File: config.mk
export PLATFORM = sky130hd
export DESIGN_NAME = operand_fetch
export DESIGN_NICKNAME = d
export VERILOG_FILES = /design/src/rtl/rf_pkg.sv /design/src/rtl/shifter.sv /design/src/rtl/operand_fetch.sv
export SDC_FILE = /design/constraint.sdc
export NUM_CORES = 1
export LEC_CHECK = 0
export CAP_MARGIN = 0
export CORE_ASPECT_RATIO = 0.8
export CORE_MARGIN = 2
export CORE_UTILIZATION = 53
export CTS_CLUSTER_SIZE = 14
export DETAILED_ROUTE_END_ITERATION = 8
export PLACE_DENSITY = 0.77
export SLEW_MARGIN = 20
export SYNTH_ARGS = -nofsm -noshare
export SYNTH_HDL_FRONTEND = slang
export SYNTH_HIERARCHICAL = 1
export SYNTH_SLANG_ARGS = --single-unit
File: constraint.sdc
create_clock -name clk -period 6.6 [get_ports clk]
set_clock_uncertainty 0.2 [all_clocks]
set_input_delay 0.99 -clock clk [delete_from_list [all_inputs] [get_ports clk]]
set_output_delay 0.99 -clock clk [all_outputs]
set_load 0.01 [all_outputs]
File: src/rtl/rf_pkg.sv
// rtl/rf_pkg.sv - shared register-file constants, fetch states and shift ops
package rf_pkg;
  localparam int W     = 16;
  localparam int NREGS = 8;

  typedef enum logic [1:0] {
    IDLE = 2'd0,
    RD_A = 2'd1,
    RD_B = 2'd2,
    OUT  = 2'd3
  } fetch_state_t;

  localparam logic [1:0] SH_NONE = 2'b00;
  localparam logic [1:0] SH_LSL  = 2'b01;
  localparam logic [1:0] SH_LSR  = 2'b10;
  localparam logic [1:0] SH_ASR  = 2'b11;
endpackage

File: src/rtl/shifter.sv
// rtl/shifter.sv - combinational single-bit B-operand shifter
module shifter #(
  parameter int W = rf_pkg::W
) (
  input  logic [W-1:0] data_i,
  input  logic [1:0]   op_i,
  output logic [W-1:0] result_o
);
  import rf_pkg::*;

  always_comb begin
    result_o = data_i;
    unique case (op_i)
      SH_LSL:  result_o = {data_i[W-2:0], 1'b0};
      SH_LSR:  result_o = {1'b0, data_i[W-1:1]};
      SH_ASR:  result_o = {data_i[W-1], data_i[W-1:1]};
      default: result_o = data_i;
    endcase
  end
endmodule

File: src/rtl/operand_fetch.sv
// rtl/operand_fetch.sv - register file plus two-read operand sequencer feeding the ALU
module operand_fetch #(
  parameter int NREGS = rf_pkg::NREGS,
  parameter int W     = rf_pkg::W
) (
  input  logic         clk,
  input  logic         reset,
  input  logic         start,
  input  logic [2:0]   rn,
  input  logic [2:0]   rm,
  input  logic [1:0]   shift,
  input  logic         bsel,
  input  logic [W-1:0] imm,
  input  logic         wr_en,
  input  logic [2:0]   wr_addr,
  input  logic [W-1:0] wr_data,
  output logic [W-1:0] Ain,
  output logic [W-1:0] Bin,
  output logic         valid,
  output logic         busy
);
  import rf_pkg::*;

  fetch_state_t state_q, state_d;
  logic [W-1:0] regs_q [NREGS];
  logic [2:0]   rn_q, rm_q;
  logic [1:0]   shift_q;
  logic         bsel_q;
  logic [W-1:0] imm_q;
  logic [W-1:0] ain_q, bin_q;
  logic         valid_q;

  logic         accept, load_a, load_b;
  logic [2:0]   rd_addr;
  logic [W-1:0] rd_data, shifted;

  always_ff @(posedge clk or posedge reset) begin
    if (reset) state_q <= IDLE;
    else       state_q <= state_d;
  end

  always_comb begin
    state_d = state_q;
    unique case (state_q)
      IDLE:    if (start) state_d = RD_A;
      RD_A:    state_d = RD_B;
      RD_B:    state_d = OUT;
      OUT:     state_d = start ? RD_A : IDLE;
      default: state_d = IDLE;
    endcase
  end

  always_comb begin
    accept  = 1'b0;
    load_a  = 1'b0;
    load_b  = 1'b0;
    rd_addr = rn_q;
    unique case (state_q)
      IDLE, OUT: accept = start;
      RD_A:      begin load_a = 1'b1; rd_addr = rn_q; end
      RD_B:      begin load_b = 1'b1; rd_addr = rm_q; end
      default:   accept = 1'b0;
    endcase
  end

  // Same-edge writeback to the address being read wins over the stored value.
  assign rd_data = (wr_en && (wr_addr == rd_addr)) ? wr_data : regs_q[rd_addr];

  shifter #(.W(W)) u_shifter (
    .data_i   (rd_data),
    .op_i     (shift_q),
    .result_o (shifted)
  );

  always_ff @(posedge clk or posedge reset) begin
    if (reset) begin
      for (int i = 0; i < NREGS; i++) regs_q[i] <= '0;
    end else if (wr_en) begin
      regs_q[wr_addr] <= wr_data;
    end
  end

  always_ff @(posedge clk or posedge reset) begin
    if (reset) begin
      rn_q    <= '0;
      rm_q    <= '0;
      shift_q <= '0;
      bsel_q  <= 1'b0;
      imm_q   <= '0;
      ain_q   <= '0;
      bin_q   <= '0;
      valid_q <= 1'b0;
    end else begin
      if (accept) begin
        rn_q    <= rn;
        rm_q    <= rm;
        shift_q <= shift;
        bsel_q  <= bsel;
        imm_q   <= imm;
      end
      if (load_a) ain_q <= rd_data;
      if (load_b) bin_q <= bsel_q ? imm_q : shifted;
      valid_q <= (state_d == OUT);
    end
  end

  assign Ain   = ain_q;
  assign Bin   = bin_q;
  assign valid = valid_q;
  assign busy  = (state_q != IDLE);
endmodule

==> flow_summary.json <==
{
  "status": "complete, no violations",
  "final.fill_count": 1392,
  "worstPathMaxFanout": 33,
  "period_share_pct": 64.67,
  "rsz0062_at_grt": "false",
  "multiInputGateArea_um2": 4277,
  "yosysWarnings": 6,
  "layout.nets": 916,
  "core_area_um2": 17320,
  "ys.flop_type": "dfrtp_1",
  "clock-root-buffer": "clkbuf_16",
  "track_usage_pct": 25.12,
  "die_height_um": 122.8,
  "slew_violations": 0,
  "clkSlewWorstSetupHoldPaths_ns": 0.07,
  "hold_viol": 0,
  "cts_sinks": 188,
  "max_freq_mhz": 234.3,
  "insertion_delay_ns": 0.44,
  "holdCritStartpoint": "regs_q[73]",
  "dp_hpwl_um": 14290,
  "worstHoldPathCells": 1,
  "wirelength_um": 22750,
  "reg2reg_to": "Bin[15]",
  "power_density_nw_per_um2": 498.5,
  "first_pass_iters": 5,
  "cts_tree": "done",
  "initial_core_util_pct": 54.00,
  "ctsHtreeMaxLevel": 4,
  "post_cts_buffers": 0,
  "antenna_found_initial": 0,
  "grt_pass1_wl_um": 36560,
  "dp_worst_setup_slack_ns": 2.277,
  "vias_per_cell": 6.099,
  "synth_compound_area_share_pct": 11.57,
  "synth-xor-area-share_pct": 0.2809,
  "setup_viol": 0,
  "yosysSeqAreaShare_pct": 50.29,
  "hold_buffers": 0,
  "yosysTopAreaCellShare_pct": 50.29,
  "regToRegSetupSlack_ns": 2.33,
  "r2r_cells": 11,
  "n_antenna_cell": 0,
  "endpoint_kind": "flop",
  "startpoint_type": "flop",
  "finalSetupTns_ns": 0,
  "synthTopCellsByCount": "188 x dfrtp_1, 156 x mux2_2, 93 x nor2_1, 65 x o21ai_0, 53 x a21oi_1",
  "drive_above_1_share_pct": 25.91,
  "p_total_mw": 5.388,
  "avgRoutedWirePerCell_um": 20.66,
  "min_period_ns": 4.268,
  "layout_setup_ws_ns": 2.332,
  "numCtsBuffers": 17,
  "arrival_ns": 4.37,
  "worstMarginPinSlew_ns": 1.163,
  "r2r-start": "state_q[0]",
  "io_buffers": 81,
  "relSlewSlack_pct": 22.41,
  "leakagePower_nw": 4.498,
  "ys_types": 41,
  "crit_type": "flop to flop",
  "grt_max_degree": 89,
  "grt_pass1_vias": 6772,
  "maxCapViolations": 0,
  "area_delta_synth_final_pct": 15.54,
  "post-route-drc-count": 0,
  "yosys.area.top_type": "dfrtp_1",
  "peakVddDrop_mv": 0.2530,
  "synth_top_family_by_area": "multiplexers",
  "register_area_um2": 4705,
  "pin_count": 82,
  "synthAdderAreaFrac_pct": 0.6687,
  "rows": 43,
  "synth-edff-count": 0,
  "die_w_um": 152.5,
  "syn_area_per_cell_um2": 11.46,
  "die_area_um2": 18740,
  "crit_required_ns": 6.70,
  "synthTopCellsByArea": "dfrtp_1 50%, mux2_2 19%, nor2_1 3.7%",
  "syn-cell-area_um2": 9355,
  "place.gp.congestion": 0.8313,
  "hold_path_class": "flop to flop",
  "yosys.area_share.simple_pct": 7.757,
  "synth_nets": 869,
  "async_flop_share_pct": 100.0,
  "synth_mux_area_share_pct": 25.12,
  "fin_area_um2": 10810,
  "placed_cell_area_um2": 10250,
  "drt-initial-drc-count": 558,
  "ctsResizeCount": 0,
  "vias": 6715,
  "cts_buffer_depth": 2,
  "synth.most_common_cell": "dfrtp_1",
  "yosys_register_bits": 188,
  "grt-ovfl-total": 0,
  "whs_endpoint": "regs_q[73]",
  "synthCells": 816,
  "ant_nets": 0
}
==> metrics by stage <==
step                      std cells  hold WS (ns)  utilization [%]
after CTS                      1101        0.3019            62.39
after global routing           1101        0.3146            62.39
after global placement         1068        0.2818            59.06
after floorplan                 816        0.2739                -
after detailed placement       1069        0.2868            59.15
final                          1101        0.3021            62.39
==> sequential cells by signal, indices dropped and copies added, names as in the netlist <==
name / cells
rn_q: 3
shift_q: 2
Ain: 16
Bin: 16
valid: 1
state_q: 2
bsel_q: 1
regs_q: 128
rm_q: 3
imm_q: 16
==> layer usage <==
metal  share of wire [%]  vias up  global-route usage (%)
li1                    -     3025                       -
met1                  45     3415                   35.76
met2                  46      236                   39.02
met3                 6.7       39                   4.732
met4                 1.8        0                   9.144
met5                   0        -                       0
==> worst max-delay path, cell delays in order, from the launching register on <==
cell     delay, ns
dfrtp_1       0.40
inv_1         0.15
ha_2          0.24
mux2i_4       0.73
xnor2_1       0.26
or4b_2        1.10
nor2_1        0.19
a21oi_1       0.10
mux2_1        0.35
a22o_1        0.18
mux2i_1       0.12
a21oi_1       0.09
==> power breakdown <==
part,switching (mW),leakage [nW],internal [mW]
Combinational,1.45,1.98,1.16
Clock,0.455,0.266,0.531
Sequential,0.283,2.25,1.51
Total,2.18,4.50,3.20
==> cell usage in the layout (no fill, tap or decap), types with 9 or more instances in the layout <==
master	count
a31oi_1	16
nor2_1	93
nand2_1	25
mux2_2	156
mux2i_1	32
a22oi_1	12
a21oi_1	53
mux4_2	10
o21ai_1	9
nor2b_1	16
clkdlybuf4s50_1	81
clkbuf_16	17
o21ai_0	65
o221ai_1	16
buf_4	17
dfrtp_1	188
==> area by class of cell <==
class,count,area share (%)
Inverter,7,0.2894
Tap cell,225,2.604
Clock inverter,13,1.100
Clock buffer,19,4.098
Sequential cell,188,43.52
Timing Repair Buffer,99,8.820
Multi-Input combinational cell,550,39.56
==> cell families after synthesis <==
family | count (synthesis)
simple gates | 156
compound gates | 185
fa+ha+maj | 5
xor+xnor | 3
buf+inv | 78
mux | 201
flops | 188
==> worst max path at each step <==
stage                     from       to  cells past startpoint
global placement    wr_addr[2]  Bin[15]                      9
finish              state_q[0]  Bin[15]                     11
CTS                 state_q[0]  Bin[15]                     13
floorplan                reset   Ain[0]                      1
global route        state_q[0]  Bin[15]                     13
detailed placement  wr_addr[2]  Bin[15]                      9
Note: power is estimated with default switching activity, not from simulation.
